$ cat src/rtl/timer_pkg.sv
// Shared definitions for the countdown timer: FSM state encoding and default clock rate.
package timer_pkg;

    localparam int CLK_HZ_DEFAULT = 50_000_000;

    typedef enum logic [1:0] {
        ST_IDLE  = 2'd0,
        ST_RUN   = 2'd1,
        ST_PAUSE = 2'd2,
        ST_DONE  = 2'd3
    } state_t;

endpackage

$ cat src/rtl/tick_gen.sv
// Prescaler counting 0..TICK_DIV-1 while enabled; wrap flags the terminal count.
// wrap is combinational from the count; clr takes precedence over en; count holds when en is low.
module tick_gen #(
    parameter int TICK_DIV = 4
) (
    input  logic clk,
    input  logic reset,
    input  logic en,
    input  logic clr,
    output logic wrap
);

    localparam int PW = (TICK_DIV > 2) ? $clog2(TICK_DIV) : 1;
    localparam logic [PW-1:0] LAST = PW'(TICK_DIV - 1);

    logic [PW-1:0] count;

    assign wrap = en && !clr && (count == LAST);

    always_ff @(posedge clk) begin
        if (reset || clr) begin
            count <= '0;
        end else if (en) begin
            if (count == LAST) begin
                count <= '0;
            end else begin
                count <= count + 1'b1;
            end
        end
    end

endmodule

$ cat src/rtl/countdown_timer_ctrl.sv
// Countdown timer FSM: counts load_val ticks of TICK_DIV clk cycles, with pause/resume/cancel.
// Outputs are registered (tick/done update on the edge that changes remaining); no backpressure.
module countdown_timer_ctrl
    import timer_pkg::*;
#(
    parameter int CLK_HZ   = CLK_HZ_DEFAULT,
    parameter int TICK_DIV = CLK_HZ,
    parameter int CNT_W    = 8
) (
    input  logic             clk,
    input  logic             reset,
    input  logic             start,
    input  logic [CNT_W-1:0] load_val,
    input  logic             pause,
    input  logic             resume,
    input  logic             cancel,
    output logic             tick,
    output logic [CNT_W-1:0] remaining,
    output logic             busy,
    output logic             done,
    output logic [1:0]       state_o
);

    state_t state;
    logic   start_ok;
    logic   pre_en;
    logic   pre_clr;
    logic   wrap;

    // Start is only honoured from IDLE/DONE and loses to cancel.
    assign start_ok = start && !cancel && (state == ST_IDLE || state == ST_DONE);
    assign pre_en   = (state == ST_RUN) && !cancel;
    assign pre_clr  = cancel || start_ok;

    tick_gen #(
        .TICK_DIV(TICK_DIV)
    ) u_tick_gen (
        .clk  (clk),
        .reset(reset),
        .en   (pre_en),
        .clr  (pre_clr),
        .wrap (wrap)
    );

    always_ff @(posedge clk) begin
        if (reset) begin
            state     <= ST_IDLE;
            remaining <= '0;
            tick      <= 1'b0;
            done      <= 1'b0;
        end else begin
            tick <= 1'b0;
            done <= 1'b0;
            if (cancel) begin
                state     <= ST_IDLE;
                remaining <= '0;
            end else begin
                case (state)
                    ST_IDLE, ST_DONE: begin
                        if (start) begin
                            if (load_val != '0) begin
                                state     <= ST_RUN;
                                remaining <= load_val;
                            end else begin
                                state     <= ST_DONE;
                                remaining <= '0;
                                done      <= 1'b1;
                            end
                        end
                    end
                    ST_RUN: begin
                        // A pause landing on the wrap still takes that tick first.
                        if (wrap) begin
                            tick <= 1'b1;
                            if (remaining <= CNT_W'(1)) begin
                                remaining <= '0;
                                state     <= ST_DONE;
                                done      <= 1'b1;
                            end else begin
                                remaining <= remaining - CNT_W'(1);
                                if (pause) begin
                                    state <= ST_PAUSE;
                                end
                            end
                        end else if (pause) begin
                            state <= ST_PAUSE;
                        end
                    end
                    ST_PAUSE: begin
                        if (resume) begin
                            state <= ST_RUN;
                        end
                    end
                    default: begin
                        state <= ST_IDLE;
                    end
                endcase
            end
        end
    end

    assign busy    = (state == ST_RUN) || (state == ST_PAUSE);
    assign state_o = state;

endmodule
$ cat config.mk
export PLATFORM = sky130hd
export DESIGN_NAME = countdown_timer_ctrl
export DESIGN_NICKNAME = d
export VERILOG_FILES = /design/src/rtl/timer_pkg.sv /design/src/rtl/tick_gen.sv /design/src/rtl/countdown_timer_ctrl.sv
export SDC_FILE = /design/constraint.sdc
export NUM_CORES = 1
export LEC_CHECK = 0
export CAP_MARGIN = 0
export CELL_PAD_IN_SITES_DETAIL_PLACEMENT = 1
export CELL_PAD_IN_SITES_GLOBAL_PLACEMENT = 1
export CORE_ASPECT_RATIO = 0.75
export CORE_UTILIZATION = 45
export CTS_CLUSTER_DIAMETER = 40
export DETAILED_ROUTE_END_ITERATION = 6
export DONT_BUFFER_PORTS = 1
export PLACE_DENSITY = 0.83
export SYNTH_ARGS = -nofsm -noshare
export SYNTH_HDL_FRONTEND = slang
export SYNTH_SLANG_ARGS = --single-unit
$ cat constraint.sdc
create_clock -name clk -period 2.1 [get_ports clk]
set_clock_uncertainty 0.1 [all_clocks]
set_input_delay 0.63 -clock clk [delete_from_list [all_inputs] [get_ports clk]]
set_output_delay 0.63 -clock clk [all_outputs]
set_load 0.03 [all_outputs]
==> impl_results.rst, run 1 <==
.. list-table::
   :header-rows: 1

   * - Metric
     - Value
   * - Share of async-settable or async-resettable flops after synthesis
     - 0
   * - Critical path depth
     - 5
   * - Post-DRT Antenna Nets
     - 0
   * - Buffers and inverters on the worst path
     - 4
   * - Routed wire per std cell
     - 19.65 um
   * - Met2 GRT Util
     - 0.4737
   * - Slew at the pin closest to its max-slew limit
     - 0.5732 ns
   * - Final RePlAce weighted congestion
     - 0.8903
   * - Prevailing post-synth register cell
     - dfxtp_1
   * - Count of cells along the worst register-to-register path
     - 6
   * - Post-Syn Area
     - 2058 um^2
   * - Most congested layer reported by global routing
     - met2
   * - Violation count after the first detailed-route iteration
     - 110
   * - Power density of the placed cells
     - 694.4 nW/um^2
   * - Post-synthesis mux area share
     - 0.009726
   * - Wirelength, routed
     - 6486 um
   * - Met1 capacity usage during global routing
     - 0.3444
   * - Total Power Consumption
     - 0.001771 W
   * - CP cell instances
     - inv_1, ha_4, buf_4, inv_4, buf_12
   * - Vias after detailed routing
     - 1,959
   * - # H-tree levels
     - 2
   * - Final count of negative-setup-slack endpoints
     - 0
   * - Average size of a mapped cell
     - 8.401 um^2
   * - Post-synthesis xor/xnor area fraction
     - 0.1064
   * - Via/cell ratio
     - 5.936
   * - Count of yosys warnings during synthesis
     - 0
   * - Data arrival time of the critical path
     - 1.32 ns
   * - Placement Rows
     - 20
   * - Iteration count of the initial detailed-routing pass
     - 4
   * - Tightest Hold Check Type
     - flip-flop to flip-flop
   * - Net count after synthesis
     - 264
   * - HPWL after DPL
     - 4200 um
   * - CTS tree
     - done
   * - Area of all placed cells without fillers
     - 2550 um^2
   * - Sequential fraction of the synthesis area
     - 0.3696
   * - Leak
     - 0.9403 nW
   * - Post-synthesis compound-gate area fraction
     - 0.1167
   * - ANT cells
     - 0
   * - Worst Setup Slack post-DPL
     - -0.04764 ns
   * - TritonCTS buffer count
     - 5
   * - Number of hold violations in the final report
     - 0
   * - Headroom to the max-slew limit
     - 0.6164
   * - CP Launch Type
     - flip-flop
   * - Area of the core
     - 4204 um^2
   * - Required @ worst endpoint
     - 1.37 ns
   * - PnR worst setup slack
     - 0.04726 ns
   * - Fraction of layout instances using a drive strength above 1
     - 0.2218
   * - Global-route wire length before repair
     - 9908 um
   * - Number of port buffers
     - 0
   * - Largest delay contributor family on the critical path
     - flip-flops
   * - Launch point of the worst reg-to-reg path
     - u_tick_gen.count[9]$_SDFFE_PP0N_
   * - Placed standard-cell area
     - 2305 um^2
   * - Critical Path End Type
     - output pin
   * - Initial antenna violation count
     - 0
   * - Main combinational cell family by area after synthesis
     - simple AND/OR/NAND/NOR gates
   * - Vias in the first global route
     - 2,025
   * - Clock tree sinks
     - 38
   * - Tmin final
     - 2.053 ns
   * - Total routing usage reported by global routing
     - 0.2777
   * - Top Ports
     - 27
   * - Starting density of the core
     - 0.4896
   * - Number of non-filler instances in the completed layout
     - 330
   * - Setup repair after global routing missed its margin
     - yes
   * - Number of slew-limit violations in the final report
     - 0
   * - Unique cell type count in the Yosys netlist
     - 51
   * - Post-synth EDFFs
     - 0
   * - Buffer cell driving the clock tree root
     - clkbuf_8
   * - Min Hold Slack
     - 0.4280 ns
   * - Area added between synthesis and finish
     - 23.89%
   * - Hold Crit Depth
     - 2
   * - Max IR drop VDD
     - 0.0004058 V
   * - Max Freq
     - 487.2 MHz
   * - Critical path's slowest cell
     - dfxtp_4
   * - Outcome
     - completed
   * - Classification of the worst setup path
     - flip-flop to output pin
   * - Number of instances in the synthesized netlist
     - 245
   * - Grt met3 use
     - 0.07519
   * - Share of synthesized cell area in full adder, half adder and majority cells
     - 0.03040
   * - Number of buffers between clock root and the deepest sink
     - 2
   * - Maximum number of pins on one net before global-route repair
     - 26
   * - Basic-gate share of the synthesized area counting and, or, nand and nor cells
     - 0.3337
   * - Flip-flop and latch count after synthesis
     - 38
   * - Startpoint of the tightest hold check path
     - u_tick_gen.count[5]$_SDFFE_PP0N_
   * - Floorplan die area
     - 4851 um^2
   * - Remaining DRCs
     - 0
   * - CP Launch Point
     - state_o[0]$_SDFFE_PP0P_
   * - Placed Instances
     - 318
   * - Nets
     - 293
   * - Aggregate global routing overflow
     - 0
   * - Die width
     - 80.09 um
   * - Part of the cycle the worst path needs
     - 0.9775
   * - Maximum fanout encountered on the critical timing path
     - 4
   * - Max incr delay on CP
     - 0.38 ns
   * - Clock insertion delay at the later pin of the skew report
     - 0.30 ns
   * - Worst-path clk slew
     - 0.08 ns
   * - Max-cap violations
     - 0
   * - Vert. Die Dim
     - 60.57 um
metrics by stage:
| stage | utilization | setup TNS [ns] |
|---|---|---|
| global route | 0.6065 | -0.06818 |
| finish | 0.6065 | 0 |
| CTS | 0.5860 | 0 |
| global placement | 0.5482 | 0 |
| detailed placement | 0.5482 | -0.08495 |
| floorplan | - | -0.02429 |
synthesized netlist by cell type (2+ instances only):
library cell  instances  share of area
nor4_1                2         0.0061
or4_1                 3          0.011
buf_2                 3         0.0073
nand4_1              14          0.043
nand2_1              20          0.036
a21oi_1              12          0.029
or3_1                 2         0.0061
nand3_1               7          0.017
o2bb2ai_1             2         0.0085
or4b_1                2         0.0097
inv_1                 7          0.013
xnor2_1               5          0.021
o21a_1                2         0.0073
nor4_4                3          0.031
o21ai_0               3         0.0073
o31ai_1               2         0.0073
and3_1                4          0.012
clkbuf_1              2         0.0036
ha_1                  5          0.030
mux2i_1               2         0.0097
dfxtp_1              38           0.37
nor2_1               47          0.086
nor3_1                8          0.019
o21ai_1               3         0.0073
or2_1                 2         0.0061
xor2_1               20          0.085
final cells by class:
cell class	count	area (um^2)
clock buffers	5	68.82
clock inverters	3	68.82
fillers	499	1654
inverters	7	28.78
multi-input cells	192	1296
flip-flops and latches	38	768.2
well taps	55	68.82
repair buffers	30	250.2
sequential cells by signal, indices dropped and copies added (netlist names):
signal	count
u_tick_gen.count	26
remaining	8
tick	1
done	1
state_o	2
routing by layer:
metal  wire length [um]  share of wire
met4                100          0.015
met3                370          0.057
met5                  0              0
met2               3237           0.50
met1               2778           0.43
where the power goes:
part	internal (W)	switching (W)	total [W]
clock	0.000476	0.000287	0.000763
sequential	0.000729	0.0000132	0.000742
combinational	0.000108	0.000158	0.000265
worst paths after layout:
path	to	slack, ns
worst min register to register	u_tick_gen.count[5]$_SDFFE_PP0N_	0.43
worst max-delay path	busy	0.05
worst max register to register	remaining[6]$_SDFFE_PP0P_	0.06
worst min-delay path	u_tick_gen.count[5]$_SDFFE_PP0N_	0.43
logic make-up after synthesis:
| logic type | count (synthesis) |
|---|---|
| AND/OR/NAND/NOR | 126 |
| flip-flops | 38 |
| multiplexers | 2 |
| buffers and inverters | 15 |
| adder cells (fa/ha/maj) | 5 |
| XOR/XNOR | 25 |
| AO/OA/AOI/OAI | 34 |
layout by cell type (no fill, tap or decap), types with 2 or more instances in the layout:
cell type and instances:
clkbuf_8 5, buf_4 28, ha_4 2, ha_1 3, nor3_1 8, or3_1 2
dfxtp_1 34, or4_1 2, o31ai_1 2, inv_1 6, nor4_4 4, o21ai_1 3
mux2i_1 2, o2bb2ai_1 2, nor2_1 45, and3_1 4, bufinv_16 2, a21oi_1 11
o21ai_0 3, nand3_1 7, xor2_1 20, nand2_1 19, xnor2_1 5, nor2_2 2
dfxtp_2 3, nand4_1 14, or2_1 2, buf_12 2, o21a_1 2
repair_timing:
| item | in CTS | in global routing |
|---|---|---|
| resized for setup | 7 | 13 |
| pin swaps | 1 | 3 |
| setup endpoints to repair | 10 | 36 |
| hold buffers | 0 | 0 |
| buffers inserted | 1 | 3 |
worst reg2reg max path, cell delays in order, from the launching register on:
cell and delay (ns):
dfxtp_2 0.33, or4b_4 0.55, nor4_4 0.28, buf_4 0.18, a21o_2 0.21, nand2_1 0.08, a31o_1 0.21
(Power assumes the default switching activity.)
==> run 2: changes to the inputs <==
CORE_ASPECT_RATIO = not set   (was 0.75)
CTS_BUF_LIST = sky130_fd_sc_hd__clkbuf_8 sky130_fd_sc_hd__clkbuf_16   (was not set)
==> impl_results.rst, run 2 (synthesis results as in run 1) <==
.. list-table::
   :header-rows: 1

   * - Metric
     - Value
   * - Number of non-filler instances in the completed layout
     - 327 (-0.91%)
   * - Wirelength, routed
     - 5563 um (-14%)
   * - Area added between synthesis and finish
     - 21.03%
   * - Reg-to-reg slack, setup
     - 0.07 ns (about the same)
   * - Max Freq
     - 492.2 MHz (+1.0%)
   * - Startpoint of the tightest hold check path
     - u_tick_gen.count[1]$_SDFFE_PP0N_
   * - Floorplan die area
     - 4848 um^2 (about the same)
   * - Initial antenna violation count
     - 0 (unchanged)
   * - Count of cells along the worst register-to-register path
     - 6 (unchanged)
   * - Maximum fanout encountered on the critical timing path
     - 5 (+1)
   * - Combined flip-flop and latch cell area
     - 767.0 um^2 (-0.16%)
   * - Worst Hold Path EP
     - u_tick_gen.count[1]$_SDFFE_PP0N_
   * - Die width
     - 69.63 um (-13%)
   * - Leak
     - 0.9369 nW (-0.37%)
   * - Max IR drop VDD
     - 0.0002768 V (-32%)
   * - Headroom to the max-slew limit
     - 0.6510 (+0.03457)
   * - Clock insertion delay at the later pin of the skew report
     - 0.29 ns (about the same)
   * - Iteration count of the initial detailed-routing pass
     - 4 (unchanged)
   * - Max FFs per register
     - 26 (unchanged)
   * - Tmin final
     - 2.032 ns (-0.02091 ns)
   * - Register name with the most flops
     - u_tick_gen.count
   * - Remaining DRCs
     - 0 (unchanged)
   * - Vert. Die Dim
     - 69.63 um (+15%)
   * - FILL cells
     - 504 (+1.0%)
   * - Power density of the placed cells
     - 647.0 nW/um^2 (-6.8%)
   * - CP cell instances
     - or4b_4, nor4_4, a21o_1, buf_4, o21ai_0, a21oi_1
   * - Placement Rows
     - 24 (+20%)
   * - ANT cells
     - 0 (unchanged)
   * - Aggregate global routing overflow
     - 0 (unchanged)
   * - Launch point of the worst reg-to-reg path
     - u_tick_gen.count[10]$_SDFFE_PP0N_
   * - Maximum number of pins on one net before global-route repair
     - 20 (-23%)
   * - Number of hold violations in the final report
     - 0 (unchanged)
   * - Required @ worst endpoint
     - 2.23 ns (+0.86 ns)
   * - Min Hold Slack
     - 0.4335 ns (+0.005503 ns)
   * - Worst-path clk slew
     - 0.08 ns (about the same)
   * - Post-DRT Antenna Nets
     - 0 (unchanged)
   * - Critical path's slowest cell
     - or4b_4
   * - CTS tree
     - done
   * - Total Power Consumption
     - 0.001612 W (-9.0%)
   * - Commonest cells after routing, fill and taps aside
     - nor2_1, dfxtp_1, buf_4, nand2_1, xor2_1
   * - # H-tree levels
     - 2 (unchanged)
   * - Setup repair after global routing missed its margin
     - yes
   * - Max incr delay on CP
     - 0.56 ns (+0.18 ns)
   * - Largest delay contributor family on the critical path
     - simple AND/OR/NAND/NOR gates
   * - Data arrival time of the critical path
     - 2.16 ns (+0.84 ns)
   * - Max-cap violations
     - 0 (unchanged)
   * - Part of the cycle the worst path needs
     - 0.9675 (-0.009956)
   * - Critical path depth
     - 6 (+1)
   * - Violation count after the first detailed-route iteration
     - 109 (-0.91%)
   * - Buffer cell driving the clock tree root
     - clkbuf_8
   * - Critical Path End Type
     - flip-flop
   * - Top Ports
     - 27 (unchanged)
   * - Hold Crit Depth
     - 2 (unchanged)
   * - Final count of negative-setup-slack endpoints
     - 0 (unchanged)
   * - Vias after detailed routing
     - 1,890 (-3.5%)
   * - Classification of the worst setup path
     - flip-flop to flip-flop
   * - Total Negative Setup Slacks
     - 0 ns (unchanged)
   * - Area of the multi-input gates
     - 1285 um^2 (-0.87%)
   * - Via/cell ratio
     - 5.780 (-2.6%)
   * - Nets
     - 293 (unchanged)
   * - Slew at the pin closest to its max-slew limit
     - 0.5216 ns (-0.05167 ns)
   * - Number of port buffers
     - 0 (unchanged)
   * - Buffers and inverters on the worst path
     - 1 (-3)
   * - HPWL after DPL
     - 3940 um (-6.2%)
   * - Final RePlAce weighted congestion
     - 0.8021 (-9.9%)
   * - Tightest Hold Check Type
     - flip-flop to flip-flop
   * - CP Launch Type
     - flip-flop
   * - Starting density of the core
     - 0.4695 (-0.02012)
   * - Clock tree sinks
     - 38 (unchanged)
   * - Fraction of layout instances using a drive strength above 1
     - 0.2182 (-0.003636)
   * - Outcome
     - completed
   * - Total routing usage reported by global routing
     - 0.2394 (-0.03824)
   * - Vias in the first global route
     - 1,935 (-4.4%)
   * - Most common cell after layout, fill and taps aside
     - nor2_1
   * - Number of buffers between clock root and the deepest sink
     - 2 (unchanged)
   * - Routed wire per std cell
     - 17.01 um (-13%)
   * - Global-route wire length before repair
     - 9239 um (-6.8%)
   * - Area of the core
     - 4384 um^2 (+4.3%)
   * - TritonCTS buffer count
     - 5 (unchanged)
   * - Placed Instances
     - 314 (-1.3%)
   * - Critical R2R Capture
     - remaining[0]$_SDFFE_PP0P_
   * - Number of slew-limit violations in the final report
     - 0 (unchanged)
## run 2: what timing repair did
action	CTS	global route
buffers inserted	0	5
hold buffers	0	0
resized for setup	4	14
pin swaps	1	9
endpoints found under the setup margin	9	37
## run 2: metal layers
layer	routed length, um	part of all wire	up-vias	GRT usage
met3	199	0.036	6	0.05233
met1	2539	0.46	925	0.3019
li1	-	-	920	-
met2	2760	0.50	39	0.3948
met5	0	0	-	0
met4	63	0.011	0	0.1000
## run 2: area by class of cell
class                           count  share of cell area
Clock buffer                        5             0.02762
Clock inverter                      3             0.01507
Inverter                            7             0.01055
Multi-Input combinational cell    192              0.5158
Sequential cell                    38              0.3079
Tap cell                           52             0.02612
Timing Repair Buffer               30             0.09694
## run 2: worst min-delay path, cell delays in order (launching register included)
cell	delay, ns
dfxtp_1	0.35
mux2i_1	0.08
nor2_1	0.07
## run 2: worst max-delay path by stage
| stage | startpoint | to | slack [ns] |
|---|---|---|---|
| after floorplan | state_o[0]$_SDFFE_PP0P_ | u_tick_gen.count[22]$_SDFFE_PP0N_ | -0.01 |
| after global placement | state_o[0]$_SDFFE_PP0P_ | remaining[7]$_SDFFE_PP0P_ | 0.02 |
| after detailed placement | state_o[0]$_SDFFE_PP0P_ | remaining[7]$_SDFFE_PP0P_ | -0.09 |
| after CTS | u_tick_gen.count[9]$_SDFFE_PP0N_ | u_tick_gen.count[13]$_SDFFE_PP0N_ | 0.001 |
| after global routing | remaining[0]$_SDFFE_PP0P_ | remaining[5]$_SDFFE_PP0P_ | -0.05 |
| final | u_tick_gen.count[10]$_SDFFE_PP0N_ | remaining[0]$_SDFFE_PP0P_ | 0.07 |
## run 2: stage by stage
step                      instance area [um^2]  setup slack (ns)  utilization
after floorplan                           2058          -0.01407            -
after global placement                    2281           0.01544       0.5203
after detailed placement                  2281          -0.08598       0.5203
after CTS                                 2401          0.001362       0.5477
after global routing                      2491          -0.05327       0.5682
final                                     2491           0.06816       0.5682
## run 2: power by group
part	leakage (nW)	switching (W)	internal (W)
registers	0.309	0.0000123	0.000729
logic	0.567	0.000152	0.000107
clock network	0.0607	0.000266	0.000346
total	0.937	0.000430	0.00118
